[src/rtl/ln_out_packer.sv]
`default_nettype none
// ============================================================================
//  Module      : ln_out_packer
//  Description : Layer-norm output stream packer. Applies a rounding arithmetic
//                right shift to each signed D_W_ACC-bit sample, narrows it to
//                D_W bits and packs X_W/D_W lanes little-endian into X_W-bit
//                words. Rows never share a word (partial words are flushed at
//                end of row). Matrix-level tlast is regenerated from DIM1 x DIM2
//                counters; a disagreeing upstream tlast sets a sticky flag.
//                Optional macro LN_OUT_SAT_EN: saturate instead of wrap when
//                narrowing.
//  Revision    : 1.0 - initial release
// ============================================================================
module ln_out_packer #(
    parameter int D_W_ACC      = 32,
    parameter int D_W          = 8,
    parameter int X_W          = 32,
    parameter int SHIFT        = 0,
    parameter int MATRIXSIZE_W = 24
) (
    input  logic                    clk,
    input  logic                    rst_n,
    input  logic [D_W_ACC-1:0]      ln_tdata,
    input  logic                    ln_tlast,
    input  logic                    ln_tvalid,
    output logic                    ln_tready,
    output logic [X_W-1:0]          out_tdata,
    output logic [X_W/8-1:0]        out_tkeep,
    output logic                    out_tlast,
    output logic                    out_tvalid,
    input  logic                    out_tready,
    input  logic [MATRIXSIZE_W-1:0] DIM1,
    input  logic [MATRIXSIZE_W-1:0] DIM2,
    output logic                    tlast_err
);

    localparam int c_P     = X_W / D_W;
    localparam int c_KW    = (c_P > 1) ? $clog2(c_P) : 1;
    localparam int c_BYTES = X_W / 8;

    // Half-LSB rounding offset; zero when no shift is applied.
    localparam logic signed [D_W_ACC:0] c_ROUND =
        (SHIFT == 0) ? '0 : ((D_W_ACC+1)'(1) << ((SHIFT > 0) ? SHIFT - 1 : 0));

    localparam logic [c_KW-1:0]         c_K_LAST = c_KW'(c_P - 1);
    localparam logic [c_KW-1:0]         c_K_ONE  = c_KW'(1);
    localparam logic [MATRIXSIZE_W-1:0] c_M_ONE  = MATRIXSIZE_W'(1);

    logic [c_KW-1:0]         r_k;
    logic [MATRIXSIZE_W-1:0] r_row;
    logic [MATRIXSIZE_W-1:0] r_col;
    logic [X_W-1:0]          r_pack;
    logic [X_W-1:0]          r_out_tdata;
    logic [c_BYTES-1:0]      r_out_tkeep;
    logic                    r_out_tlast;
    logic                    r_out_tvalid;
    logic                    r_tlast_err;

    logic                    w_accept;
    logic                    w_row_end;
    logic                    w_mat_end;
    logic                    w_complete;
    logic signed [D_W_ACC:0] w_ext;
    logic signed [D_W_ACC:0] w_sum;
    logic signed [D_W_ACC:0] w_shr;
    logic [D_W-1:0]          w_narrow;
    logic [X_W-1:0]          w_pack_next;
    logic [c_BYTES-1:0]      w_keep;

    // Ready depends only on registered output state and the sink's ready.
    assign ln_tready  = out_tready | ~r_out_tvalid;
    assign w_accept   = ln_tvalid & ln_tready;
    assign w_row_end  = (r_col == DIM2 - c_M_ONE);
    assign w_mat_end  = w_row_end & (r_row == DIM1 - c_M_ONE);
    assign w_complete = w_accept & ((r_k == c_K_LAST) | w_row_end);

    // One extra bit of headroom so the rounding add cannot overflow.
    assign w_ext = $signed({ln_tdata[D_W_ACC-1], ln_tdata});
    assign w_sum = w_ext + c_ROUND;
    assign w_shr = w_sum >>> SHIFT;

`ifdef LN_OUT_SAT_EN
    localparam logic signed [D_W_ACC:0] c_SAT_MAX =
        {{(D_W_ACC + 2 - D_W){1'b0}}, {(D_W - 1){1'b1}}};
    localparam logic signed [D_W_ACC:0] c_SAT_MIN = ~c_SAT_MAX;

    // Clamp the shifted value into the signed D_W-bit range.
    always_comb begin
        w_narrow = w_shr[D_W-1:0];
        if (w_shr > c_SAT_MAX) begin
            w_narrow = c_SAT_MAX[D_W-1:0];
        end else if (w_shr < c_SAT_MIN) begin
            w_narrow = c_SAT_MIN[D_W-1:0];
        end
    end
`else
    // Two's-complement wrap: keep only the low D_W bits.
    assign w_narrow = w_shr[D_W-1:0];
`endif

    // Pack register with the current sample dropped into lane k.
    always_comb begin
        w_pack_next = r_pack;
        w_pack_next[int'(r_k)*D_W +: D_W] = w_narrow;
    end

    // Byte enables covering lanes 0..k of the word being completed.
    always_comb begin
        w_keep = '0;
        for (int b = 0; b < c_BYTES; b++) begin
            if (b * 8 < (int'(r_k) + 1) * D_W) begin
                w_keep[b] = 1'b1;
            end
        end
    end

    // Lane index, pack register and row/column position advance per accepted beat.
    always_ff @(posedge clk) begin
        if (!rst_n) begin
            r_k    <= '0;
            r_row  <= '0;
            r_col  <= '0;
            r_pack <= '0;
        end else if (w_accept) begin
            if (w_complete) begin
                r_k    <= '0;
                r_pack <= '0;
            end else begin
                r_k    <= r_k + c_K_ONE;
                r_pack <= w_pack_next;
            end
            if (w_row_end) begin
                r_col <= '0;
                r_row <= w_mat_end ? '0 : r_row + c_M_ONE;
            end else begin
                r_col <= r_col + c_M_ONE;
            end
        end
    end

    // Output register: reload on completion (even during a handshake), else drain.
    always_ff @(posedge clk) begin
        if (!rst_n) begin
            r_out_tdata  <= '0;
            r_out_tkeep  <= '0;
            r_out_tlast  <= 1'b0;
            r_out_tvalid <= 1'b0;
        end else if (w_complete) begin
            r_out_tdata  <= w_pack_next;
            r_out_tkeep  <= w_keep;
            r_out_tlast  <= w_mat_end;
            r_out_tvalid <= 1'b1;
        end else if (out_tready) begin
            r_out_tvalid <= 1'b0;
        end
    end

    // Sticky flag for an upstream tlast that disagrees with the counters.
    always_ff @(posedge clk) begin
        if (!rst_n) begin
            r_tlast_err <= 1'b0;
        end else if (w_accept && (ln_tlast != w_mat_end)) begin
            r_tlast_err <= 1'b1;
        end
    end

    assign out_tdata  = r_out_tdata;
    assign out_tkeep  = r_out_tkeep;
    assign out_tlast  = r_out_tlast;
    assign out_tvalid = r_out_tvalid;
    assign tlast_err  = r_tlast_err;

endmodule
`default_nettype wire

[config.mk]
export PLATFORM = sky130hd
export DESIGN_NAME = ln_out_packer
export DESIGN_NICKNAME = d
export VERILOG_FILES = /design/src/rtl/ln_out_packer.sv
export SDC_FILE = /design/constraint.sdc
export NUM_CORES = 1
export LEC_CHECK = 0
export BUFFER_PORTS_ARGS = -buffer_cell sky130_fd_sc_hd__buf_2
export CAP_MARGIN = 20
export CORE_ASPECT_RATIO = 0.75
export CORE_UTILIZATION = 55
export CTS_BUF_LIST = sky130_fd_sc_hd__clkbuf_8 sky130_fd_sc_hd__clkbuf_16
export DETAILED_ROUTE_END_ITERATION = 10
export PLACE_DENSITY = 0.84
export SYNTH_ARGS = -nofsm -noshare
export SYNTH_HDL_FRONTEND = slang
export SYNTH_SLANG_ARGS = --single-unit
[constraint.sdc]
create_clock -name clk -period 8.9 [get_ports clk]
set_input_delay 0.445 -clock clk [delete_from_list [all_inputs] [get_ports clk]]
set_output_delay 0.445 -clock clk [all_outputs]
set_load 0.02 [all_outputs]
==> results.py <==
metrics = {
    "status": {
        "outcome": "finished clean",
    },
    "clock_network": {
        "cts_sinks": 121,
        "htreeDepth": 4,
        "cts_tree": "done",
        "root_buffer": "clkbuf_16",
        "clk_path_buf_depth": 2,
        "cts_resized": 0,
        "numCtsBuffers": 17,
        "cts_hold_buf": 0,
        "worstSkewPairLatency_ps": 420,
        "path_clk_slew_ps": 60,
        "post-cts-setup-buffer-count": 0,
    },
    "setup_path": {
        "cp_cell_sequence": "buf_2, inv_1, ha_1, nor2b_1, o2111ai_1, o32a_2, a32oi_1, o2111a_1, o2111a_2, nand2b_2, buf_4, inv_1, o41ai_1",
        "path_max_fanout": 71,
        "critical_path_class": "in -> reg",
        "worst_path_max_delay_cell": "buf_4",
        "crit_path_start_kind": "primary input",
        "crit_path_max_incr_delay_ps": 550,
        "cp.required_ps": 9210,
        "cp.arrival_ps": 3930,
        "endpoint_kind": "register",
        "path_common_cell": "inv_1",
    },
    "grt": {
        "met1_usage_pct": 38.91,
        "grt_pass1_wl_um": 29480,
        "grt.overflow.total": 0,
        "grt_max_degree": 72,
        "grtUsageMet2_pct": 40.80,
        "antenna_found_initial": 0,
        "grt.busiest_layer": "met2",
        "use_met3_pct": 4.655,
        "grt_pass1_vias": 6011,
        "grt.total_usage_pct": 26.96,
    },
    "drt": {
        "wirelength_um": 18080,
        "route.detailed.drc": 0,
        "drtAntennaViolNets": 0,
        "wl_per_cell_um": 15.67,
        "drt_iter0_drc": 569,
        "first_pass_iters": 5,
        "vias": 6871,
        "routed_via_density": 5.954,
    },
    "cells_and_area": {
        "syn_to_final_growth_pct": 16.06,
        "antennaDiodeCount": 0,
        "utilization_pct": 67.05,
        "drive_gt1_share_pct": 16.60,
        "fill_cells": 1018,
        "finalNetCount": 1071,
    },
    "yosys": {
        "synth_nets": 990,
        "yosysSeqAreaShare_pct": 33.36,
        "yosys-top-cells-area": "dfxtp_1 33%, xnor2_1 6.0%, nor2_1 5.1%",
        "netlist.area_leader.share_pct": 33.36,
        "yosysMostFrequentCell": "dfxtp_1",
        "ys_seq_elements": 121,
        "ys_types": 76,
        "synth_edf_count": 0,
        "synthTopCellsByCount": "121 x dfxtp_1, 98 x nor2_1, 78 x nand2_1",
        "syn_inst": 894,
        "synth_top_area_cell": "dfxtp_1",
        "synth_area_per_cell_um2": 8.122,
        "yosys_most_used_dff": "dfxtp_1",
        "synth_area_mm2": 0.007261,
        "yosysWarnings": 0,
        "async_flop_share_pct": 0,
    },
    "timing": {
        "setup_viol": 0,
        "fin_crit_ps": 3622,
        "max_freq_mhz": 276.1,
        "finalSetupTns_ps": 0,
        "fin_skew_ps": 17.60,
        "post-route-period-util_pct": 40.69,
        "tightest_slew_ps": 965.2,
        "hold_viol_final": 0,
        "slew_headroom_pct": 35.16,
        "rsz0062_at_grt": "false",
        "finalMaxSlewViolations": 0,
    },
    "power": {
        "switching_share_pct": 25.14,
        "peakVddDrop_mv": 0.1515,
        "comb_power_share_pct": 9.7,
        "p_seq_share_pct": 39.4,
        "p_clk_share_pct": 50.9,
        "total_power_uw": 1407,
        "pwr_density_cell_mw_per_mm2": 167.0,
        "p_sw_uw": 353.8,
        "p_int_uw": 1053,
        "power.leakage_uw": 0.003080,
    },
    "floorplanning": {
        "core-area_mm2": 0.01257,
        "rows": 35,
        "die_area_mm2": 0.01367,
        "initial_core_util_pct": 57.77,
        "die_h_um": 101.5,
        "die_x_um": 134.7,
        "ios": 125,
    },
    "placement": {
        "gp_congestion": 0.9758,
        "dp_hpwl_um": 12860,
        "port-buffer-count": 100,
    },
    "hold_path": {
        "hp-class": "in -> reg",
    },
    "flow_run": {
        "maxCapViolCount": 0,
    },
}
-- metal layers --
| metal | vias to the layer above | share of wire (%) |
|---|---|---|
| met4 | 0 | 1.3 |
| met5 | - | 0 |
| met2 | 280 | 42 |
| met1 | 3148 | 49 |
| met3 | 22 | 7.6 |
| li1 | 3421 | - |
-- power by group through the flow --
stage | combinational (µW) | sequential [µW] | clock [µW]
after detailed placement | 132 | 566 | 0
after global placement | 129 | 566 | 0
after global routing | 149 | 555 | 748
final | 137 | 555 | 716
after CTS | 133 | 554 | 725
after floorplan | 82.4 | 569 | 0
-- critical path, delay by kind of cell --
family                   cells  cell delay [ps]
adder cells (fa/ha/maj)      1              250
AO/OA/AOI/OAI                6             1680
AND/OR/NAND/NOR              2              640
buffers and inverters        4              890
-- flip-flops by register name, indices dropped and copies added (netlist names) --
register / cells
r_row: 24
out_tvalid: 1
out_tkeep: 4
r_col: 24
out_tlast: 1
tlast_err: 1
r_k: 2
r_pack: 32
out_tdata: 32
-- placed cells by master (no fill, tap or decap), drive strengths merged, types with 4 or more instances in the layout --
cell type	instances
and2	7
o31ai	6
and3	14
nor3	32
clkbuf	19
xor2	37
o211ai	4
clkinvlp	4
dfxtp	121
a21boi	8
a31oi	5
or4	12
clkinv	5
o21ai	56
a211oi	34
a32o	8
nand3b	6
nand2	79
nand3	34
nor2b	38
or3	7
o21a	11
nor4	24
buf	106
nand2b	4
mux2i	6
nor2	98
xnor2	50
nor3b	4
a21oi	42
nand4b	4
ha	11
nor4b	5
nand4	25
inv	21
-- final cells by class --
cell class | count | area (µm²) | area share, %
timing repair buffer | 106 | 565.5 | 6.711
multi-input combinational | 709 | 4534 | 53.81
clock inverter | 13 | 168.9 | 2.004
tap | 166 | 207.7 | 2.465
clock buffer | 19 | 452.9 | 5.375
sequential | 121 | 2422 | 28.75
inverter | 20 | 75.07 | 0.8909
-- cell families (layout without fill, tap and decap cells) --
family	Yosys count	count (layout)	synth area share, %
flops	121	121	33.36
simple gates	400	400	30.10
buf+inv	64	158	4.256
compound gates	205	205	19.06
fa+ha+maj	11	11	1.896
mux	6	6	0.8272
xor+xnor	87	87	10.49
-- path summary, 6_finish.rpt --
kind,depth (start not counted),endpoint,start,slack (ps)
max,13,out_tkeep[2],DIM2[0],5280
min,3,tlast_err,ln_tlast,370
max reg2reg,10,out_tkeep[2],r_col[8],5600
min reg2reg,2,r_pack[0],r_pack[0],440
-- metrics by stage --
stage	hold slack (ps)	cells	instance area, µm²	setup WS, ps
2_1_floorplan	421.4	894	7261	5650
3_3_place_gp	431.0	1121	7777	4777
3_5_place_dp	436.8	1121	7777	4724
4_1_cts	346.1	1153	8399	5142
5_1_grt	368.7	1154	8427	4920
6_report	368.6	1154	8427	5278
(Power assumes the default switching activity.)
